[config.mk]
export PLATFORM = sky130hd
export DESIGN_NAME = cpu_control_unit
export DESIGN_NICKNAME = d
export VERILOG_FILES = /design/src/rtl/cpu_pkg.sv /design/src/rtl/cpu_instr_decoder.sv /design/src/rtl/cpu_control_unit.sv
export SDC_FILE = /design/constraint.sdc
export NUM_CORES = 1
export LEC_CHECK = 0
export CAP_MARGIN = 25
export CORE_UTILIZATION = 51
export DETAILED_ROUTE_END_ITERATION = 8
export GPL_ROUTABILITY_DRIVEN = 0
export PLACE_DENSITY = 0.8
export SYNTH_ARGS = -nofsm -noshare
export SYNTH_HDL_FRONTEND = slang
export SYNTH_HIERARCHICAL = 1
export SYNTH_SLANG_ARGS = --single-unit
[constraint.sdc]
create_clock -name clk -period 3.8 [get_ports clk]
set_input_delay 0.76 -clock clk [delete_from_list [all_inputs] [get_ports clk]]
set_output_delay 0.76 -clock clk [all_outputs]
set_load 0.02 [all_outputs]
[src/rtl/cpu_pkg.sv]
// Shared definitions for the CPU control unit: opcodes, FSM states,
// operation classes and the wd_sel / alu_op encodings.
package cpu_pkg;

   typedef enum logic [2:0] {
      S_FETCH  = 3'd0,
      S_DECODE = 3'd1,
      S_EXEC   = 3'd2,
      S_MEM    = 3'd3,
      S_WB     = 3'd4,
      S_HALT   = 3'd5
   } state_t;

   typedef enum logic [2:0] {
      C_NOP = 3'd0,
      C_ALU = 3'd1,
      C_LDI = 3'd2,
      C_LD  = 3'd3,
      C_ST  = 3'd4,
      C_JMP = 3'd5,
      C_JZ  = 3'd6,
      C_HLT = 3'd7
   } op_class_t;

   localparam logic [3:0] OP_NOP = 4'h0;
   localparam logic [3:0] OP_ADD = 4'h1;
   localparam logic [3:0] OP_SUB = 4'h2;
   localparam logic [3:0] OP_AND = 4'h3;
   localparam logic [3:0] OP_OR  = 4'h4;
   localparam logic [3:0] OP_XOR = 4'h5;
   localparam logic [3:0] OP_LDI = 4'h6;
   localparam logic [3:0] OP_LD  = 4'h7;
   localparam logic [3:0] OP_ST  = 4'h8;
   localparam logic [3:0] OP_JMP = 4'h9;
   localparam logic [3:0] OP_JZ  = 4'hA;
   localparam logic [3:0] OP_INC = 4'hB;
   localparam logic [3:0] OP_HLT = 4'hF;

   localparam logic [1:0] WD_ALU = 2'd0;
   localparam logic [1:0] WD_IMM = 2'd1;
   localparam logic [1:0] WD_RAM = 2'd2;

   localparam logic [2:0] ALU_ADD = 3'd0;
   localparam logic [2:0] ALU_SUB = 3'd1;
   localparam logic [2:0] ALU_AND = 3'd2;
   localparam logic [2:0] ALU_OR  = 3'd3;
   localparam logic [2:0] ALU_XOR = 3'd4;
   localparam logic [2:0] ALU_INC = 3'd5;

   // Highest register index that may be written
   localparam logic [2:0] MAX_REG = 3'd4;

endpackage

[src/rtl/cpu_instr_decoder.sv]
// Combinational instruction decoder: splits an instruction word into fields
// and an operation class, folding illegal encodings into NOP.
module cpu_instr_decoder
   import cpu_pkg::*;
(
   input  logic [15:0] ir,
   output op_class_t   op_class,
   output logic [2:0]  alu_op,
   output logic [2:0]  rd,
   output logic [2:0]  rs1,
   output logic [2:0]  rs2,
   output logic [7:0]  imm,
   output logic        illegal
);

   op_class_t raw_class_s;
   logic      writes_s;
   logic      bad_op_s;

   assign rd  = ir[11:9];
   assign rs1 = ir[8:6];
   assign rs2 = ir[5:3];
   assign imm = ir[7:0];

   // Opcode lookup; register-writing ops are flagged for the rd range check
   always_comb begin
      raw_class_s = C_NOP;
      alu_op      = ALU_ADD;
      writes_s    = 1'b0;
      bad_op_s    = 1'b0;
      case (ir[15:12])
         OP_NOP: raw_class_s = C_NOP;
         OP_ADD: begin raw_class_s = C_ALU; alu_op = ALU_ADD; writes_s = 1'b1; end
         OP_SUB: begin raw_class_s = C_ALU; alu_op = ALU_SUB; writes_s = 1'b1; end
         OP_AND: begin raw_class_s = C_ALU; alu_op = ALU_AND; writes_s = 1'b1; end
         OP_OR:  begin raw_class_s = C_ALU; alu_op = ALU_OR;  writes_s = 1'b1; end
         OP_XOR: begin raw_class_s = C_ALU; alu_op = ALU_XOR; writes_s = 1'b1; end
         OP_INC: begin raw_class_s = C_ALU; alu_op = ALU_INC; writes_s = 1'b1; end
         OP_LDI: begin raw_class_s = C_LDI; writes_s = 1'b1; end
         OP_LD:  begin raw_class_s = C_LD;  writes_s = 1'b1; end
         OP_ST:  raw_class_s = C_ST;
         OP_JMP: raw_class_s = C_JMP;
         OP_JZ:  raw_class_s = C_JZ;
         OP_HLT: raw_class_s = C_HLT;
         default: bad_op_s = 1'b1;
      endcase
   end

   assign illegal  = bad_op_s || (writes_s && (rd > MAX_REG));
   assign op_class = illegal ? C_NOP : raw_class_s;

endmodule

[src/rtl/cpu_control_unit.sv]
// Multi-cycle CPU control unit: FETCH/DECODE/EXEC/MEM/WB/HALT sequencer with
// all strobes registered so none of them depends combinationally on instr.
module cpu_control_unit
   import cpu_pkg::*;
#(
   parameter int unsigned     PC_W     = 8,
   parameter logic [PC_W-1:0] RESET_PC = '0
) (
   input  logic            clk,
   input  logic            reset,
   output logic [PC_W-1:0] pc,
   input  logic [15:0]     instr,
   input  logic            alu_zero,
   output logic            rf_we,
   output logic [2:0]      rf_wa,
   output logic [2:0]      rf_ra,
   output logic [2:0]      rf_rb,
   output logic [1:0]      wd_sel,
   output logic [2:0]      alu_op,
   output logic [7:0]      imm,
   output logic            mem_re,
   output logic            mem_we,
   output logic            halted,
   output logic            illegal
);

   state_t      state_r;
   logic [15:0] ir_r;
   logic        zero_r;

   logic [15:0] dec_ir_s;
   op_class_t   dec_class_s;
   logic [2:0]  dec_alu_op_s;
   logic [2:0]  dec_rd_s;
   logic [2:0]  dec_rs1_s;
   logic [2:0]  dec_rs2_s;
   logic [7:0]  dec_imm_s;
   logic        dec_illegal_s;

   // In DECODE the incoming word is decoded so EXEC strobes can be registered
   assign dec_ir_s = (state_r == S_DECODE) ? instr : ir_r;
   assign imm      = ir_r[7:0];

   cpu_instr_decoder u_dec (
      .ir       (dec_ir_s),
      .op_class (dec_class_s),
      .alu_op   (dec_alu_op_s),
      .rd       (dec_rd_s),
      .rs1      (dec_rs1_s),
      .rs2      (dec_rs2_s),
      .imm      (dec_imm_s),
      .illegal  (dec_illegal_s)
   );

   // Sequencer: state, PC, IR, zero flag and all registered outputs
   always_ff @(posedge clk or posedge reset) begin
      if (reset) begin
         state_r <= S_FETCH;
         pc      <= RESET_PC;
         ir_r    <= 16'h0000;
         zero_r  <= 1'b0;
         rf_we   <= 1'b0;
         rf_wa   <= 3'd0;
         rf_ra   <= 3'd0;
         rf_rb   <= 3'd0;
         wd_sel  <= WD_ALU;
         alu_op  <= ALU_ADD;
         mem_re  <= 1'b0;
         mem_we  <= 1'b0;
         halted  <= 1'b0;
         illegal <= 1'b0;
      end else begin
         rf_we   <= 1'b0;
         mem_re  <= 1'b0;
         mem_we  <= 1'b0;
         illegal <= 1'b0;
         case (state_r)
            S_FETCH: state_r <= S_DECODE;
            S_DECODE: begin
               ir_r    <= instr;
               pc      <= pc + PC_W'(1);
               state_r <= S_EXEC;
               rf_wa   <= dec_rd_s;
               illegal <= dec_illegal_s;
               case (dec_class_s)
                  C_ALU: begin
                     rf_ra  <= dec_rs1_s;
                     rf_rb  <= dec_rs2_s;
                     alu_op <= dec_alu_op_s;
                  end
                  C_LD: mem_re <= 1'b1;
                  C_ST: begin
                     rf_ra  <= dec_rd_s;
                     mem_we <= 1'b1;
                  end
                  default: ;
               endcase
            end
            S_EXEC: begin
               case (dec_class_s)
                  C_ALU: begin
                     zero_r  <= alu_zero;
                     wd_sel  <= WD_ALU;
                     rf_we   <= 1'b1;
                     state_r <= S_WB;
                  end
                  C_LDI: begin
                     wd_sel  <= WD_IMM;
                     rf_we   <= 1'b1;
                     state_r <= S_WB;
                  end
                  C_LD: state_r <= S_MEM;
                  C_JMP: begin
                     pc      <= PC_W'(dec_imm_s);
                     state_r <= S_FETCH;
                  end
                  C_JZ: begin
                     if (zero_r) begin
                        pc <= PC_W'(dec_imm_s);
                     end
                     state_r <= S_FETCH;
                  end
                  C_HLT: begin
                     halted  <= 1'b1;
                     state_r <= S_HALT;
                  end
                  default: state_r <= S_FETCH;
               endcase
            end
            S_MEM: begin
               wd_sel  <= WD_RAM;
               rf_we   <= 1'b1;
               state_r <= S_WB;
            end
            S_WB:   state_r <= S_FETCH;
            S_HALT: begin
               halted  <= 1'b1;
               state_r <= S_HALT;
            end
            default: state_r <= S_FETCH;
         endcase
      end
   end

endmodule
* Yosys cells after proc, flatten, opt, wreduce, memory -nomap -nowiden *
Cells that the tools add are included.

word-level totals
  flip-flop bits (word level) = 47
  input bits = 19
  output and inout bits = 35
  logic and storage cells = 84

operators by class
  add/subtract/negate cells = 1
  order comparisons = 1
  eq/ne operators = 27
  mux-type cells = 23
  reductions and logical operators = 18

operator list
  cell                 number
  $pmux 8 s2           2
  $pmux 3 s5           2
  $pmux 3 s7           1
  $eq 4x4->1 const B   5
  $eq 4x3->1 const B   4
  $mux 16              1
  $eq 3x3->1 const B   5
  $reduce_or 13->1     1
  $eq 3x2->1 const B   4
  $reduce_and 2->1     5
  $mux 1               9
  $pmux 3 s3           1
  $add 8x1->8 const B  1
  $eq 4x2->1 const B   2
  $mux 8               1
  $pmux 2 s2           2
  $reduce_bool 2->1    4
  $reduce_or 8->1      1
  $eq 3x1->1 const B   2
  $pmux 3 s2           1
  $reduce_or 6->1      1
  $eq 4x1->1 const B   1
  $logic_not 4->1      1
  $pmux 1 s2           2
  11 further kinds     11

* Depth between registers and ports, before layout *
Gate-level depths: netlist of run 1.

  depth after elaboration = 12
  mapped depth = 16
  mapped depth without buffers = 11

* By module *
The synthesis of run 1 kept the hierarchy.

modules (own cells, without submodules)
  module             times used  cells an instance  area an instance (µm²)  seq. area each (µm²)
  cpu_control_unit   1           237                2200.9                  1176.1
  cpu_instr_decoder  1           46                 306.5                   0.0

* Worst setup path after synthesis of run 1 *
No wires, ideal clock.

  kind = register to register
  start point = reg state_r[2]
  end point = reg pc[1]
  data arrival time = 3072 ps
  required time = 3675 ps
  slack = 603 ps
  stages on the path, launching flop included = 15
  buffers on the path = 5
  clock period less this slack = 3197 ps
  path through = dfrtp_1 > buf_6 > or3b_4 > clkbuf_1 > buf_2 > nand2_1 > nand2_1 > buf_2 > nand2b_1 > a211oi_1 > clkbuf_1 > nor2b_1 > o211ai_4 > nand2_2 > mux2_2

on the way
  cells in the longest elaborated chain, start to end = 11

RTL lines
  element                                                RTL line                 text
  start: declaration                                     cpu_control_unit.sv:27   state_t state_r;
  start signal: assignment                               cpu_control_unit.sv:58   state_r <= S_FETCH;
  start signal: assignment                               cpu_control_unit.sv:78   S_FETCH: state_r <= S_DECODE;
  start signal: assignment                               cpu_control_unit.sv:82   state_r <= S_EXEC;
  $eq 3x1->1 (*)                                         cpu_control_unit.sv:41   assign dec_ir_s = (state_r == S_DECODE) ? instr : ir_r;
  $mux 16 (*)                                            -
  named net dec_ir_s[15]                                 cpu_control_unit.sv:31   logic [15:0] dec_ir_s;
  $eq 4x1->1 (tied with other cells)                     cpu_instr_decoder.sv:31  case (ir[15:12])
  $reduce_or 8->1 (no source line)                       -
  $mux 1                                                 cpu_instr_decoder.sv:31
  $logic_and 1x1->1                                      cpu_instr_decoder.sv:49  assign illegal = bad_op_s || (writes_s && (rd > MAX_REG));
  $logic_or 1x1->1                                       cpu_instr_decoder.sv:49
  $mux 3 (*)                                             cpu_instr_decoder.sv:50  assign op_class = illegal ? C_NOP : raw_class_s;
  named net dec_class_s[0]                               cpu_control_unit.sv:32   op_class_t dec_class_s;
  $eq 3x3->1                                             cpu_control_unit.sv:100  case (dec_class_s)
  $pmux 8 s2 (tied with other cells)                     cpu_control_unit.sv:100
  $pmux 8 s2 / $reduce_and 3->1 (equally long branches)  -
  end signal: assignment                                 cpu_control_unit.sv:81   pc <= pc + PC_W'(1);
  end signal: assignment                                 cpu_control_unit.sv:114  pc <= PC_W'(dec_imm_s);
  end signal: assignment                                 cpu_control_unit.sv:119  pc <= PC_W'(dec_imm_s);
  end: declaration                                       cpu_control_unit.sv:11   output logic [PC_W-1:0] pc,

Mark *: on every way through the listed nets, which the timed path passes. The rest lies on a longest branch. The select of a mux whose other input is x is not followed.
A chain may end at the register's enable or synchronous reset.

* Final worst setup path of run 1 *
  start point = reg state_r[0]
  end point = reg pc[1]

The elaborated chain is that of the path after synthesis.

==> results_dict.tcl, run 1 <==
set metrics [dict create \
    gr-total-overflow 0 \
    synth_edf_count 0 \
    syn_nets 303 \
    cp_cell_sequence "or3b_4 > nand2_1 > nand2_1 > nor2_1 > and3b_1 > a211oi_1 > and3b_1 > o211ai_4 > nand2_2 > mux2_2" \
    ctsHoldBuffers 0 \
    cpMaxStageDelayCell "or3b_4" \
    die_x_um 72.1 \
    start_util 0.531 \
    worstMarginPinSlew_ps 561 \
    fin_skew_ps 10.6 \
    synthArstFlopShare 1.00 \
    status "finished clean" \
    rows 25 \
    antenna_found_initial 0 \
    cts_buffers 5 \
    drt.antenna.violating_nets 0 \
    fin_cells 375 \
    cts_tree "done" \
    syn_avg_cell_area_um2 8.86 \
    yosys_warnings 6 \
    r2r_slack_ps 460 \
    final_hold_viol_count 0 \
    max_stage_delay_ps 590 \
    critPathCaptureType "register" \
    cts.sinks 47 \
    wirelength_mm 5.27 \
    cp.required_ps 3980 \
    grt_pass1_wl_mm 8.80 \
    setup_viol_count_final 0 \
    vias_per_cell 5.38 \
    start_kind "register" \
    synth_cell_types 51 \
    ir_worst_vdd_v 0.000570 \
    diodes 0 \
    io_buffers 53 \
    num_io_pins 54 \
    synthesis.area_um2 2510 \
    drc 0 \
    fmaxAchievable_mhz 300 \
    syn_inst 283 \
    synth-main-ff-cell "dfrtp_1" \
    ys_seq_area_frac 0.469 \
    cts_setup_buffers 0 \
    hold_path.class "register to register" \
    worstPathArrival_ps 3520 \
    ys_ff_latch 47 \
    grt_max_degree 48 \
    clk_latency_ps 290 \
    die_y_um 72.1 \
    maxCapViolCount 0 \
    clockRootBuffer "clkbuf_8" \
    final.min_clock_period_ps 3340 \
    dp_hpwl_mm 3.63 \
    grt_pass1_vias 1915 \
    layout.nets 328 \
    drive_gt1_frac 0.0714 \
    drt_iter0_markers 199 \
    h-tree-depth 2 \
    max_slew_margin 0.626 \
    worstSetupPathType "register to register" \
    grtUsageTotal 0.215 \
    period_share 0.878 \
    p_leak_nw 1.38 \
    path_max_fanout 31 \
    area_delta_synth_final_pct 19.8 \
    cts.clk_slew.worst_paths_ps 80 \
    p_total_w 0.00295 \
    rsz0062_at_grt "false" \
    die_area_um2 5200 \
    drv_slew 0 \
    clockBufferDepth 2 \
    vias 2016 \
    dr.pass1.iters 5 \
    cts_resized 0 \
    core-area_um2 4720 \
    fin_setup_tns_ps 0 \
    power_density_nw_per_um2 984 \
    dp.cells 367 \
    routedWlPerCell_um 14.1 \
]
[registers in the layout, indices dropped and copies added (netlist names)]
register and count:
illegal 1, state_r 3, zero_r 1, ir_r 16
rf_ra 3, mem_we 1, mem_re 1, rf_we 1
pc 8, halted 1, wd_sel 2, rf_rb 3
rf_wa 3, alu_op 3
[cell usage after synthesis, drive strengths merged, types with 2 or more instances]
cell / number / area share
dfrtp: 47 / 0.47
a21boi: 2 / 0.0060
o21ai: 9 / 0.018
clkbuf: 5 / 0.0075
nor2: 9 / 0.013
a21oi: 8 / 0.016
o22ai: 7 / 0.017
nor3b: 2 / 0.010
or3: 2 / 0.0070
o2bb2a: 5 / 0.020
mux2: 2 / 0.0090
a211oi: 2 / 0.0080
nor3: 5 / 0.010
buf: 34 / 0.10
nor2b: 3 / 0.0075
a31oi: 5 / 0.012
or3b: 2 / 0.0080
nand4: 2 / 0.0050
inv: 6 / 0.0090
nand2: 91 / 0.14
and3b: 2 / 0.0070
nand2b: 4 / 0.010
xor2: 3 / 0.010
nand3: 6 / 0.012
nand3b: 2 / 0.0060
and3: 3 / 0.0075
[metrics by stage]
step	area, um2	utilization	hold slack, ps	setup slack, ps
after detailed placement	2880	0.610	463	503
after global routing	3000	0.636	495	288
after global placement	2880	0.610	459	604
final	3000	0.636	478	463
after CTS	2980	0.632	483	485
after floorplan	2510	-	442	603
[layer usage]
layer  up-vias  GRT usage  part of all wire  routed length [um]
li1        975          -                 -                   -
met1       949      0.274              0.44                2300
met2        86      0.379              0.49                2600
met3         6     0.0417             0.061                 319
met4         0     0.0523            0.0093                  49
met5         -          0                 0                   0
[cell usage in the layout, fill, tap and decap left out, types with 2 or more instances in the layout]
| cell | n |
|---|---|
| o2bb2a_1 | 5 |
| nand3b_1 | 2 |
| nand2_1 | 89 |
| nand3_1 | 6 |
| a21oi_1 | 8 |
| and3_1 | 3 |
| o22ai_1 | 7 |
| buf_4 | 3 |
| clkdlybuf4s50_1 | 53 |
| nor2_1 | 9 |
| nand2b_1 | 4 |
| and3b_1 | 2 |
| a31oi_1 | 5 |
| nor3_1 | 5 |
| nand4_1 | 2 |
| xor2_1 | 3 |
| inv_1 | 5 |
| nand2_2 | 2 |
| nor2b_1 | 3 |
| o21ai_1 | 5 |
| o21ai_0 | 4 |
| clkbuf_8 | 5 |
| dfrtp_1 | 47 |
[area by class of cell]
cell class / count / area (um2)
fill: 396 / 1720
sequential: 47 / 1180
multi-input combinational: 190 / 1040
timing repair buffer: 57 / 573
tap: 67 / 83.8
clock buffer: 6 / 72.6
clock inverter: 1 / 30.0
inverter: 7 / 27.5
[worst max-delay path: cells and delay by family, from the launching register on]
| family | cells | cell delay, ps |
|---|---|---|
| and+or+nand+nor | 7 | 1780 |
| AOI/OAI and AO/OA | 2 | 590 |
| muxes | 1 | 300 |
| DFF | 1 | 530 |
[final timing paths]
path / startpoint / endpoint / cells past startpoint
min in group asynchronous: reset / rf_rb[1]$_DFFE_PP0P_ / 2
hold reg to reg: ir_r[8]$_DFF_PP0_ / ir_r[8]$_DFF_PP0_ / 2
setup / recovery: state_r[0]$_DFF_PP0_ / pc[1]$_DFFE_PP0P_ / 10
hold / removal: ir_r[8]$_DFF_PP0_ / ir_r[8]$_DFF_PP0_ / 2
setup reg to reg: state_r[0]$_DFF_PP0_ / pc[1]$_DFFE_PP0P_ / 10
max in group asynchronous: reset / rf_we$_DFF_PP0_ / 3
[kinds of logic (layout without fill, tap and decap cells)]
kind of cell,count (synthesis),in the layout,synth area share
buffers and inverters,46,71,0.118
XOR/XNOR,3,3,0.0105
flip-flops,47,47,0.469
AO/OA/AOI/OAI,47,47,0.134
multiplexers,2,2,0.00898
AND/OR/NAND/NOR,137,137,0.254
adder cells (fa/ha/maj),1,1,0.00499
[power breakdown]
part | internal (W) | total [W] | switching (W)
combinational | 0.000717 | 0.00171 | 0.000997
sequential | 0.000725 | 0.000893 | 0.000168
clock | 0.000193 | 0.000347 | 0.000155
total | 0.00163 | 0.00295 | 0.00132
Power figures use the tool's default switching activity.
==> run 2, diff against run 1 <==
--- a/config.mk
+++ b/config.mk
@@ -9,6 +9,7 @@
 export CORE_UTILIZATION = 51
 export DETAILED_ROUTE_END_ITERATION = 8
 export GPL_ROUTABILITY_DRIVEN = 0
+export HOLD_SLACK_MARGIN = 0.15
 export PLACE_DENSITY = 0.8
 export SYNTH_ARGS = -nofsm -noshare
 export SYNTH_HDL_FRONTEND = slang
==> results of run 2 <==
Same layout as run 1: the final DEF is identical, and so are final timing and power.
==> run 3, diff against run 2 <==
--- a/config.mk
+++ b/config.mk
@@ -6,11 +6,12 @@
 export NUM_CORES = 1
 export LEC_CHECK = 0
 export CAP_MARGIN = 25
-export CORE_UTILIZATION = 51
+export CORE_UTILIZATION = 53
+export CTS_BUF_LIST = sky130_fd_sc_hd__clkbuf_4
 export DETAILED_ROUTE_END_ITERATION = 8
 export GPL_ROUTABILITY_DRIVEN = 0
 export HOLD_SLACK_MARGIN = 0.15
-export PLACE_DENSITY = 0.8
+export PLACE_DENSITY = 0.83
 export SYNTH_ARGS = -nofsm -noshare
 export SYNTH_HDL_FRONTEND = slang
 export SYNTH_HIERARCHICAL = 1
==> run 3 against run 2 <==
Net effect:
- critical path depth up 1
- critical path type unchanged
- clock skew grew 4.1 ps
- maximum frequency unchanged
- largest cell class unchanged
- clock-buffer cell count unchanged
- worst hold slack better by 15 ps
- first-iteration DRC count rose by 59%
- wire length is 1.5% lower
- sequential share of layout area grew 0.65 points
- non-clock buffer count grew 1
- core utilization increased by 2.9 points
- combinational power about the same
==> results_dict.tcl, run 3 (synthesis results as in run 1) <==
set metrics [dict create \
    status "finished clean" \
    cts_setup_buffers 0 \
    power_density_nw_per_um2 963 \
    hold_slack_ps 493 \
    final.min_clock_period_ps 3340 \
    antenna_found_initial 0 \
    seq_area_um2 1180 \
    clockRootBuffer "clkbuf_4" \
    dpl_cell_area_um2 2900 \
    grt_pass1_wl_mm 8.85 \
    clockBufferDepth 2 \
    final_hold_viol_count 0 \
    clk_latency_ps 370 \
    die_x_um 70.8 \
    drive_gt1_frac 0.0742 \
    reg_top3 "ir_r: 16 flops, pc: 8 flops" \
    met1_length_mm 2.31 \
    die_area_um2 5010 \
    drt_iter0_markers 316 \
    dr.pass1.iters 7 \
    final_common_cell "nand2_1" \
    cts.sinks 47 \
    final_cell_mix "nand2_1, clkdlybuf4s50_1, dfrtp_1, nor2_1, a21oi_1" \
    die_y_um 70.8 \
    period_share 0.878 \
    grtUsageTotal 0.227 \
    core-area_um2 4440 \
    cp.required_ps 4070 \
    max_slew_margin 0.581 \
    largest-register "ir_r" \
    diodes 0 \
    area_delta_synth_final_pct 17.8 \
    fillers 373 \
    critPathCaptureType "register" \
    start_util 0.564 \
    grt_pass1_vias 1944 \
    worstPathArrival_ps 3600 \
    layout.nets 329 \
    drc 0 \
    cts.clk_slew.worst_paths_ps 130 \
    hp-start "rf_rb[2]$_DFFE_PP0P_" \
    io_buffers 53 \
    ctsHoldBuffers 0 \
    maxCapViolCount 0 \
    cts_buffers 5 \
    wl_met3_um 351 \
    routedWlPerCell_um 14.3 \
    dp.cells 354 \
    fin_skew_ps 14.7 \
    fmaxAchievable_mhz 300 \
    cts_resized 0 \
    r2r_start "state_r[2]$_DFF_PP0_" \
    routed.top_layer "met4" \
    worstSetupPathType "register to register" \
    num_io_pins 54 \
    fin_setup_tns_ps 0 \
    largest_reg_flops 16 \
    hold_path.class "register to register" \
    drt.antenna.violating_nets 0 \
    wirelength_mm 5.19 \
    worstMarginPinSlew_ps 625 \
    path_max_fanout 31 \
    start_kind "register" \
    gr-total-overflow 0 \
    rows 24 \
    multiInputGateArea_um2 1040 \
    crit_start "state_r[2]$_DFF_PP0_" \
    vias_per_cell 5.45 \
    drv_slew 0 \
    grt_max_degree 32 \
    dp_slack_ps 474 \
    fin_ws_ps 463 \
    setup_viol_count_final 0 \
    dp_hpwl_mm 3.63 \
    rsz0062_at_grt "false" \
    p_leak_nw 1.37 \
    design_area_um2 2950 \
    vias 1973 \
    ir_worst_vdd_v 0.000597 \
    h-tree-depth 2 \
    wl_met2_mm 2.44 \
    cts_tree "done" \
    fin_cells 362 \
]
[run 3: path summary, 6_finish.rpt]
check | end | slack [ps] | cells past startpoint
min in group asynchronous | rf_rb[1]$_DFFE_PP0P_ | 690 | 2
setup reg to reg | rf_ra[0]$_DFFE_PP0P_ | 460 | 11
hold / removal | rf_rb[2]$_DFFE_PP0P_ | 490 | 2
hold reg to reg | rf_rb[2]$_DFFE_PP0P_ | 490 | 2
setup / recovery | rf_ra[0]$_DFFE_PP0P_ | 460 | 11
max in group asynchronous | state_r[1]$_DFF_PP0_ | 2380 | 4
[run 3: area by class of cell]
type	count	area share
multi-input cells	190	0.352
clock buffers	6	0.0152
inverters	7	0.00932
well taps	52	0.0220
clock inverters	2	0.00424
flip-flops and latches	47	0.398
repair buffers	58	0.199
[run 3: per-stage QoR]
stage / util / power (W)
finish: 0.665 / 0.00284
detailed placement: 0.652 / 0.00260
global route: 0.665 / 0.00307
floorplan: - / 0.00227
CTS: 0.665 / 0.00285
global placement: 0.646 / 0.00256
[run 3: layer usage]
| metal | track usage | vias to the layer above |
|---|---|---|
| li1 | - | 981 |
| met1 | 0.296 | 901 |
| met2 | 0.370 | 82 |
| met3 | 0.0570 | 9 |
| met4 | 0.0822 | 0 |
| met5 | 0 | - |
[run 3: worst max-delay path: stages (launching register included)]
cell and delay, ps:
dfrtp_1 510, or3b_4 610, nand2_1 120, nand2_1 230, and2b_2 290, o21ai_0 160
a31oi_1 60, buf_4 180, nor2_1 220, nand3_1 420, o22ai_1 350, nor2_1 80
[run 3: power by group]
group | internal, W | total [W] | switching [W] | leakage (nW)
Combinational | 0.000719 | 0.00172 | 0.00100 | 0.759
Sequential | 0.000722 | 0.000885 | 0.000162 | 0.576
Clock | 0.0000791 | 0.000237 | 0.000158 | 0.0333
Total | 0.00152 | 0.00284 | 0.00132 | 1.37
==> edit, RTL diff (config.mk and constraints of run 1) <==
Encoding of `state_t`: now one-hot (6 bits for 6 states).
--- a/src/rtl/cpu_pkg.sv
+++ b/src/rtl/cpu_pkg.sv
@@ -4,9 +4,9 @@
 
-   typedef enum logic [2:0] {
-      S_FETCH  = 3'd0,
-      S_DECODE = 3'd1,
-      S_EXEC   = 3'd2,
-      S_MEM    = 3'd3,
-      S_WB     = 3'd4,
-      S_HALT   = 3'd5
+   typedef enum logic [5:0] {
+      S_FETCH  = 6'b000001,
+      S_DECODE = 6'b000010,
+      S_EXEC   = 6'b000100,
+      S_MEM    = 6'b001000,
+      S_WB     = 6'b010000,
+      S_HALT   = 6'b100000
    } state_t;
Behaviour: same outputs for any inputs over 10 cycles, from zero or initial values and one cycle with reset high; not proved beyond that.
==> edit against run 1 <==
- clock power decreased by 7.5%
- area after synthesis increased by 7.2%
- sequential cell count increased by 3
- cell area increased by 8.0%
- wire length increased by 5.2%
- clock skew decreased by 0.0036 ns
- setup slack got worse by 0.22 ns
- power decreased by 1.2%
- highest routed layer unchanged
==> edit: results (changes against run 1) <==
* Synth unique cells at 57 (+12%)
* Clock Skew at 0.00696 ns (-0.00363 ns)
* Sequential power share at 0.308 (+0.006)
* Global-route wire length before repair at 8.70 mm (-1.1%)
* Ratio of cells with drive above 1 in the final layout at 0.127 (+0.0551)
* Cells after DPL at 383 (+4.4%)
* Comb pwr share at 0.582 (+0.002)
* CP max FO at 13 (-58%)
* Switching pwr at 1.31 mW (-0.63%)
* Fillcell total at 419 (+5.8%)
* YS warnings at 6 (unchanged)
* Largest regs: ir_r x16, pc x8, state_r x6
* Highest Signal Layer: met4
* WL met1 at 2.60 mm (+13%)
* Area of the multi-input gates at 0.00118 mm2 (+13%)
* Clock buf/inv share at 0.0293 (-0.00486)
* Net Count, Synth at 310 (+2.3%)
* Worst min path class: flip-flop to flip-flop
* Slew margin rel. at 0.626 (about the same)
* Yosys reg bits at 50 (+6.4%)
* Via Count at 2107 (+4.5%)
* Nonclk buf count at 62 (+8.8%)
* CP max stage delay at 0.48 ns (-0.11 ns)
* Initial DRT Pass Iterations at 4 (-1)
* Share of the yosys chip area belonging to registers at 0.466 (-0.00326)
* Largest net degree at the start of global routing at 51 (+6.3%)
* Xor/xnor share of the synthesized area at 0.00977 (-0.000707)
* Mux cell area share after synthesis at 0.0293 (+0.0203)
* Via density at 5.35 (-0.53%)
* NonClk Buf Share at 0.188 (-0.00263)
* Clk_buf instances at 7 (+1)
* Post-synthesis compound-gate area fraction at 0.116 (-0.0184)
* Dpl ws at 0.121 ns (-0.382 ns)
* Synth Area per Inst at 9.27 um2 (+4.6%)
* Peak supply drop at 552 uV (-3.1%)
* Max stage delay cell, worst path: dfrtp_1
* Met2 Wirelength at 2.58 mm (-0.58%)
* M1 GR Usage at 0.276 (+0.00178)
* Adder-cell share of the synthesized area at 0.00465 (-0.000337)
* Multi-In Gates at 199 (+4.7%)
* M2 GR Usage at 0.341 (-0.0377)
* Req. time, crit path at 4.00 ns (+0.02 ns)
* Dpl hpwl at 3.83 mm (+5.5%)
* # nets final at 343 (+4.6%)
* All-Layer GR Usage at 0.207 (-0.00846)
* Sequential share of cell area at 0.386 (-0.00563)
* Inverters at 5 (-2)
* Antenna Nets Post-Route at 0 (unchanged)
* Status: finished, final reports clean
* Commonest cells in the netlist: nand2_1, dfrtp_1, buf_4, nor2_1, o21ai_0
* Vias in the first global route at 1886 (-1.5%)
* Avg WL per Cell at 14.1 um (+0.13%)
* Pleak at 1.40 nW (+1.3%)
* Initial drt markers at 216 (+8.5%)
## edit: cell count changes in the layout (fill, tap and decap cells not counted), sizes merged, moves of 4 or more
cell	run 1	this run
a211oi	2	7
a21oi	8	4
a31oi	5	1
buf	4	9
mux2	2	7
nand2	91	74
nand3	6	2
nor2	9	19
nor3	5	11
o21ai	9	14
o22ai	7	2
o2bb2a	5	0
## edit: final timing paths
kind | to | start | depth (start not counted) | slack [ns]
worst min-delay path | ir_r[8] | ir_r[8] | 2 | 0.48
min in group asynchronous | rf_we | reset | 2 | 0.64
worst max-delay path | pc[6] | state_r[1] | 13 | 0.24
worst min register to register | ir_r[8] | ir_r[8] | 2 | 0.48
worst max register to register | pc[6] | state_r[1] | 13 | 0.24
max in group asynchronous | state_r[0] | reset | 3 | 2.68
## edit: through the flow
step                 util  cell area (um2)  total power, mW
floorplan               -             2690             2.23
global placement    0.608             3100             2.52
detailed placement  0.608             3100             2.55
CTS                 0.626             3200             2.88
global route        0.635             3240             3.14
finish              0.635             3240             2.92
